`src/rtl/score_lives_ctrl.sv`:
```
// score_lives_ctrl: BCD score, lives, high score and play/dying/over FSM with timed respawn
module score_lives_ctrl #(
  parameter int START_LIVES    = 3,
  parameter int RESPAWN_FRAMES = 120,
  parameter int ROCK_POINTS    = 1
) (
  input  logic        clk_60hz,
  input  logic        reset,
  input  logic        new_game,
  input  logic        rock_hit,
  input  logic        ship_hit,
  output logic [15:0] score,
  output logic [15:0] high_score,
  output logic [1:0]  lives,
  output logic        game_over,
  output logic        invulnerable,
  output logic        respawn
);
  typedef enum logic [1:0] {PLAY, DYING, OVER} state_t;
  state_t      state, state_n;
  logic [15:0] score_n, high_n;
  logic [1:0]  lives_n;
  logic [7:0]  cnt, cnt_n;
  logic        ng_q, ng_edge, respawn_n;
  function automatic logic [15:0] bcd_add(input logic [15:0] v);
    logic [15:0] r;
    logic [4:0]  s;
    logic        c;
    r = v;
    c = 1'b0;
    for (int i = 0; i < 4; i++) begin
      s = {1'b0, v[4*i+:4]} + (i == 0 ? 5'(ROCK_POINTS) : 5'd0) + {4'd0, c};
      c = s > 5'd9;
      r[4*i+:4] = c ? 4'(s - 5'd10) : s[3:0];
    end
    return c ? 16'h9999 : r;
  endfunction
  assign ng_edge = new_game & ~ng_q;
  // next-state, score, lives, counter and high-score update; restart overrides everything
  always_comb begin
    state_n   = state;
    score_n   = score;
    high_n    = (state == OVER && score > high_score) ? score : high_score;
    lives_n   = lives;
    cnt_n     = cnt;
    respawn_n = 1'b0;
    if (ng_edge) begin
      state_n   = PLAY;
      score_n   = 16'h0000;
      lives_n   = 2'(START_LIVES);
      cnt_n     = 8'd0;
      respawn_n = 1'b1;
    end else if (state == PLAY) begin
      score_n = rock_hit ? bcd_add(score) : score;
      if (ship_hit) begin
        lives_n = lives - 2'd1;
        state_n = lives > 2'd1 ? DYING : OVER;
        cnt_n   = lives > 2'd1 ? 8'(RESPAWN_FRAMES - 1) : cnt;
      end
    end else if (state == DYING) begin
      state_n   = cnt == 8'd0 ? PLAY : DYING;
      respawn_n = cnt == 8'd0;
      cnt_n     = cnt == 8'd0 ? cnt : cnt - 8'd1;
    end
  end
  // state and registered outputs
  always_ff @(posedge clk_60hz or posedge reset) begin
    if (reset) begin
      state        <= PLAY;
      score        <= 16'h0000;
      high_score   <= 16'h0000;
      lives        <= 2'(START_LIVES);
      cnt          <= 8'd0;
      ng_q         <= 1'b0;
      game_over    <= 1'b0;
      invulnerable <= 1'b0;
      respawn      <= 1'b0;
    end else begin
      state        <= state_n;
      score        <= score_n;
      high_score   <= high_n;
      lives        <= lives_n;
      cnt          <= cnt_n;
      ng_q         <= new_game;
      game_over    <= state_n == OVER;
      invulnerable <= state_n == DYING;
      respawn      <= respawn_n;
    end
  end
endmodule

```
`config.mk`:
```
export PLATFORM = sky130hd
export DESIGN_NAME = score_lives_ctrl
export DESIGN_NICKNAME = d
export VERILOG_FILES = /design/src/rtl/score_lives_ctrl.sv
export SDC_FILE = /design/constraint.sdc
export NUM_CORES = 1
export LEC_CHECK = 0
export ABC_AREA = 1
export BUFFER_PORTS_ARGS = -buffer_cell sky130_fd_sc_hd__buf_2
export CAP_MARGIN = 20
export CORE_ASPECT_RATIO = 1.25
export CORE_UTILIZATION = 35
export CTS_CLUSTER_SIZE = 25
export DETAILED_ROUTE_END_ITERATION = 8
export MAX_ROUTING_LAYER = met4
export PLACE_DENSITY_LB_ADDON = 0.05
export SLEW_MARGIN = 20
export SYNTH_ARGS = -nofsm -noshare
export SYNTH_HDL_FRONTEND = slang
export SYNTH_SLANG_ARGS = --single-unit
```
`constraint.sdc`:
```
create_clock -name clk_60hz -period 5.5 [get_ports clk_60hz]
set_input_delay 1.1 -clock clk_60hz [delete_from_list [all_inputs] [get_ports clk_60hz]]
set_output_delay 1.1 -clock clk_60hz [all_outputs]
set_load 0.1 [all_outputs]
```
---- Word-level counts from Yosys, hierarchy flattened ----
Cells that the tools add are included.
cells by class
  add/sub/neg operators ................... 9
  magnitude comparators ................... 6
  eq/ne operators ......................... 7
  muxes and demuxes ....................... 25
  bitwise gates (word level) .............. 2
  reduce and logical (&&, ||, !) cells .... 10
operator list
  kind                                                                      count
  16-bit two-way mux                                                        4
  8-bit two-way mux                                                         6
  5-bit by 4-bit > comparator with 1-bit output (second input constant)     4
  16-bit > comparator                                                       1
  2-bit two-way mux                                                         8
  4-bit by 1-bit adder with 5-bit output                                    3
  4-bit two-way mux                                                         3
  4-bit subtractor (second input constant)                                  3
  8-bit logical NOT                                                         1
  8-bit by 1-bit subtractor with 8-bit output (second input constant)       1
  3-bit inequality test (second input constant)                             2
  2-bit nonzero test                                                        3
  4-bit by 1-bit adder with 5-bit output (second input constant)            1
  2-bit by 1-bit equality test with 1-bit output (second input constant)    2
  2-bit equality test (second input constant)                               2
  1-bit two-way mux                                                         4
  2-bit AND reduction                                                       2
  4-bit AND reduction                                                       1
  3-bit by 2-bit inequality test with 1-bit output (second input constant)  1
  3-bit nonzero test                                                        1
  2-bit by 1-bit > comparator with 1-bit output (second input constant)     1
  2-bit logical NOT                                                         1
  2-bit by 1-bit subtractor with 2-bit output (second input constant)       1
  1-bit bitwise AND                                                         1
  other kinds (2)                                                           2
word-level totals
  register bits ........................... 48
  word-level logic and storage cells ...... 68

---- Logic depth before layout (Yosys ltp) ----
  depth after elaboration ................. 12
  gate-level depth with buffers ........... 32
  gate-level depth less buffers ........... 32

---- Worst setup path before layout ----
OpenSTA, ideal clock, no wires.
  kind .................................... reg2reg
  start ................................... register score[0]
  end ..................................... register score[1]
  setup time .............................. 0.077 ns
  arrival ................................. 4.942 ns
  path slack .............................. 0.480 ns
  stages on the path, launching flop included .. 32
  buffers on the path ..................... 0
  clock period less this slack ............ 5.020 ns
  path through ............................ dfrtp_1 inv_1 ha_1 inv_1 ha_1 nand2_1 nand2_1 nand2_1 nand2_1 nand2_1 nand2_1 ha_1 ha_1 xnor2_1 nand2_1 nand2_1 nand2_1 ha_1 ha_1 xnor2_1 nand2_1 nand2_1 nand2_1 ha_1 ha_1 xnor2_1 nand2_1 nand2_1 nand2_2 nor2_4 nand3_1 o21ai_1
between the ends
  longest elaborated chain between the ends .. 12
ends and longest elaborated chain
  what                                           RTL line  text
  start: declaration                             12        output logic [15:0] score,
  start signal: assignment                       80        score <= score_n;
  4-bit by 1-bit adder with 5-bit output *       32        s = {1'b0, v[4*i+:4]} + (i == 0 ? 5'(ROCK_POINTS) : 5'd0) + {4'd0, c};
  5-bit by 4-bit > comparator with 1-bit output  33        c = s > 5'd9;
  4-bit by 1-bit adder with 5-bit output         32
  5-bit by 4-bit > comparator with 1-bit output  33
  4-bit by 1-bit adder with 5-bit output         32
  5-bit by 4-bit > comparator with 1-bit output  33
  4-bit by 1-bit adder with 5-bit output         32
  5-bit by 4-bit > comparator with 1-bit output  33
  16-bit two-way mux *                           36        return c ? 16'h9999 : r;
  16-bit two-way mux *                           54        score_n = rock_hit ? bcd_add(score) : score;
  16-bit two-way mux *                           53        end else if (state == PLAY) begin
  16-bit two-way mux *                           47        if (ng_edge) begin
Every way passes the cells marked *; elsewhere a longest branch is shown, timed or not. The select of a mux whose other input is x is not followed.
A chain may end at the register's enable or synchronous reset.

---- Final worst setup path ----
Same ends and word-level chain as after synthesis.

==> reports/summary.txt <==
Status - complete, no violations
Synth Warn # - 0
Clk_skew - 0.007192 ns
Gr usage total - 18.05%
Total number of vias - 2692
First-pass DRT Iterations - 6
HP Class - reg -> reg
N_diodes - 0
Rows - 38
Dpl ws - 0.6189 ns
Die W - 87.52 um
Largest family of logic cells by synthesized area - simple AND/OR/NAND/NOR gates
Peak supply drop - 0.2690 mV
Antenna viol nets, final - 0
Die ar. - 0.009530 mm^2
Area Growth Syn to Fin - 12.32%
Clock net sink count - 48
Post-synth ARST share - 100.0%
CP delay by family, top - adder cells
Post-synthesis mux area share - 0%
WHS - 0.4955 ns
Root buf cell - clkbuf_8
#FFs+latches synth - 48
Clock Path Buffers - 2
Die span in y - 108.9 um
Wire per inst - 13.21 um
I/O Buffers - 41
Post-synth top area share - 35.98%
Initial DRC Count - 106
Syn nets - 441
First-pass GRT wire length - 12.72 mm
Largest net degree at the start of global routing - 49
Post-Synthesis Cell Area - 0.003199 mm^2
Final Cell Area - 0.003593 mm^2
Max Cap Viol - 0
TritonCTS clock tree - done
Final core utilization - 40.85%
Routed Wire Length - 7.529 mm
Crit path buf inv count - 2
Crit path max fanout - 9
Inserted Clock Buffers - 5
Setup CP Type - reg -> reg
CP most frequent cell - nand2_1
XOR/XNOR Fraction of Synth Area - 2.151%
Post-synthesis cell count - 406
DR DRC count - 0
Flop2flop setup slack - 0.57 ns
Setup_tns - 0 ns
Clock transition at path regs - 0.09 ns
Hold buffers post-CTS - 0
Final #Nets - 484
Leading area contributor after synthesis - dfrtp_1
Main synth FF type - dfrtp_1
I/O Pins - 42
Synthesized area per cell - 7.880 um^2
Initial antenna violation count - 0
Ratio of cells with drive above 1 in the final layout - 22.44%
Seq/Total Area, Yosys - 37.62%
Via count of the first global-routing pass - 2658
Synth area leaders - dfrtp_1, nand2_1, ha_1
Max-slew violations - 0
Worst-Skew Late Latency - 0.31 ns
# resized after CTS - 0
Element type at the critical path start - flop
RSZ-0062 raised after global routing - false
Detail Placement HPWL - 5.520 mm
Commonest non-fill, non-tap cell in the layout - nand2_1
Static Leak - 2.000 nW
CP peak stage delay - 0.50 ns
Grt ovf - 0
CP Capture Type - flop
Number of setup violations in the final report - 0
Synth Area in Compound Gates - 5.514%
Dpl cell area - 0.003503 mm^2
H-tree Lvls - 2
Slowest CP cell - dfrtp_1
Worst Path Arrival - 5.16 ns
Adder-cell share of the synthesized area - 11.73%
Fin crit period - 4.932 ns
Power Dens Cells - 500.4 mW/mm^2
Max frequency - 202.7 MHz
Worst path required time - 5.73 ns
Worst-Margin Slew - 0.6555 ns
Simple-Gate Fraction of Synth Area - 34.22%
Fin crit share - 89.68%
Most frequent cells in the layout - nand2_1, inv_1, dfrtp_1
Via density - 4.723
Distinct cells, synth - 33
Final Hold Viols - 0
Initial Utilization - 36.37%
Final worst setup slack - 0.5676 ns
Total core area - 0.008796 mm^2
Postcts setup bufs - 0
EDFF count, synth - 0
Slew Limit Headroom - 56.30%
Gpl congestion - 0.8376
-- state kept, by name, summed over array words and instances, names as in the netlist --
register and cells:
high_score 16, score 16, cnt 8, lives 2
state 2, game_over 1, invulnerable 1, ng_q 1
respawn 1
-- synth_stat cells, types with 4 or more instances --
cell	number
a21oi_1	9
dfrtp_1	46
ha_1	30
inv_1	52
inv_2	5
nand2_1	122
nand2_2	24
nand3_1	36
nand3_2	10
nand4_1	4
nor2_1	16
nor2_4	5
o21ai_0	15
o21ai_1	4
-- final cells by class --
class,instances,area (um^2)
clock buffers,8,90.09
fillers,936,5202
inverters,57,214.0
multi-input cells,294,1715
flip-flops and latches,48,1204
well taps,120,150.1
repair buffers,43,220.2
-- worst reg2reg max path, delay by kind of cell, from the launching register on --
family / cells / cell delay (ns)
adder cells (fa/ha/maj): 8 / 1.83
buffers and inverters: 2 / 0.24
AO/OA/AOI/OAI: 1 / 0.09
XOR/XNOR: 3 / 0.68
flip-flops: 1 / 0.50
AND/OR/NAND/NOR: 17 / 1.53
-- report_power, final --
part           switching, mW  internal, mW  leakage, nW
Clock                  0.124         0.103       0.0455
Combinational          0.829         0.242         1.31
Sequential            0.0722         0.428        0.645
-- worst paths after layout --
check | start | cells after the start | endpoint
min | high_score[8] | 2 | high_score[8]
max in group asynchronous | reset | 3 | score[4]
min reg2reg | high_score[8] | 2 | high_score[8]
max reg2reg | score[0] | 31 | score[1]
max | score[0] | 31 | score[1]
min in group asynchronous | reset | 3 | invulnerable
-- metal layers --
metal  part of all wire, %  up-vias  track usage, %
li1                      -     1377               -
met1                    44     1256           20.76
met2                    51       47           31.75
met3                   3.1       12           3.104
met4                   1.8        0           5.738
met5                     0        -               -
-- cells by family after synthesis --
kind of cell,count (synthesis)
AND/OR/NAND/NOR,224
flip-flops,48
AO/OA/AOI/OAI,33
buffers and inverters,64
XOR/XNOR,7
adder cells (fa/ha/maj),30
-- stage by stage --
step | instances | power [mW]
floorplan | 406 | 1.424
global placement | 562 | 1.601
detailed placement | 562 | 1.600
CTS | 570 | 1.837
global route | 570 | 1.959
finish | 570 | 1.798
Note: power is estimated with default switching activity, not from simulation.
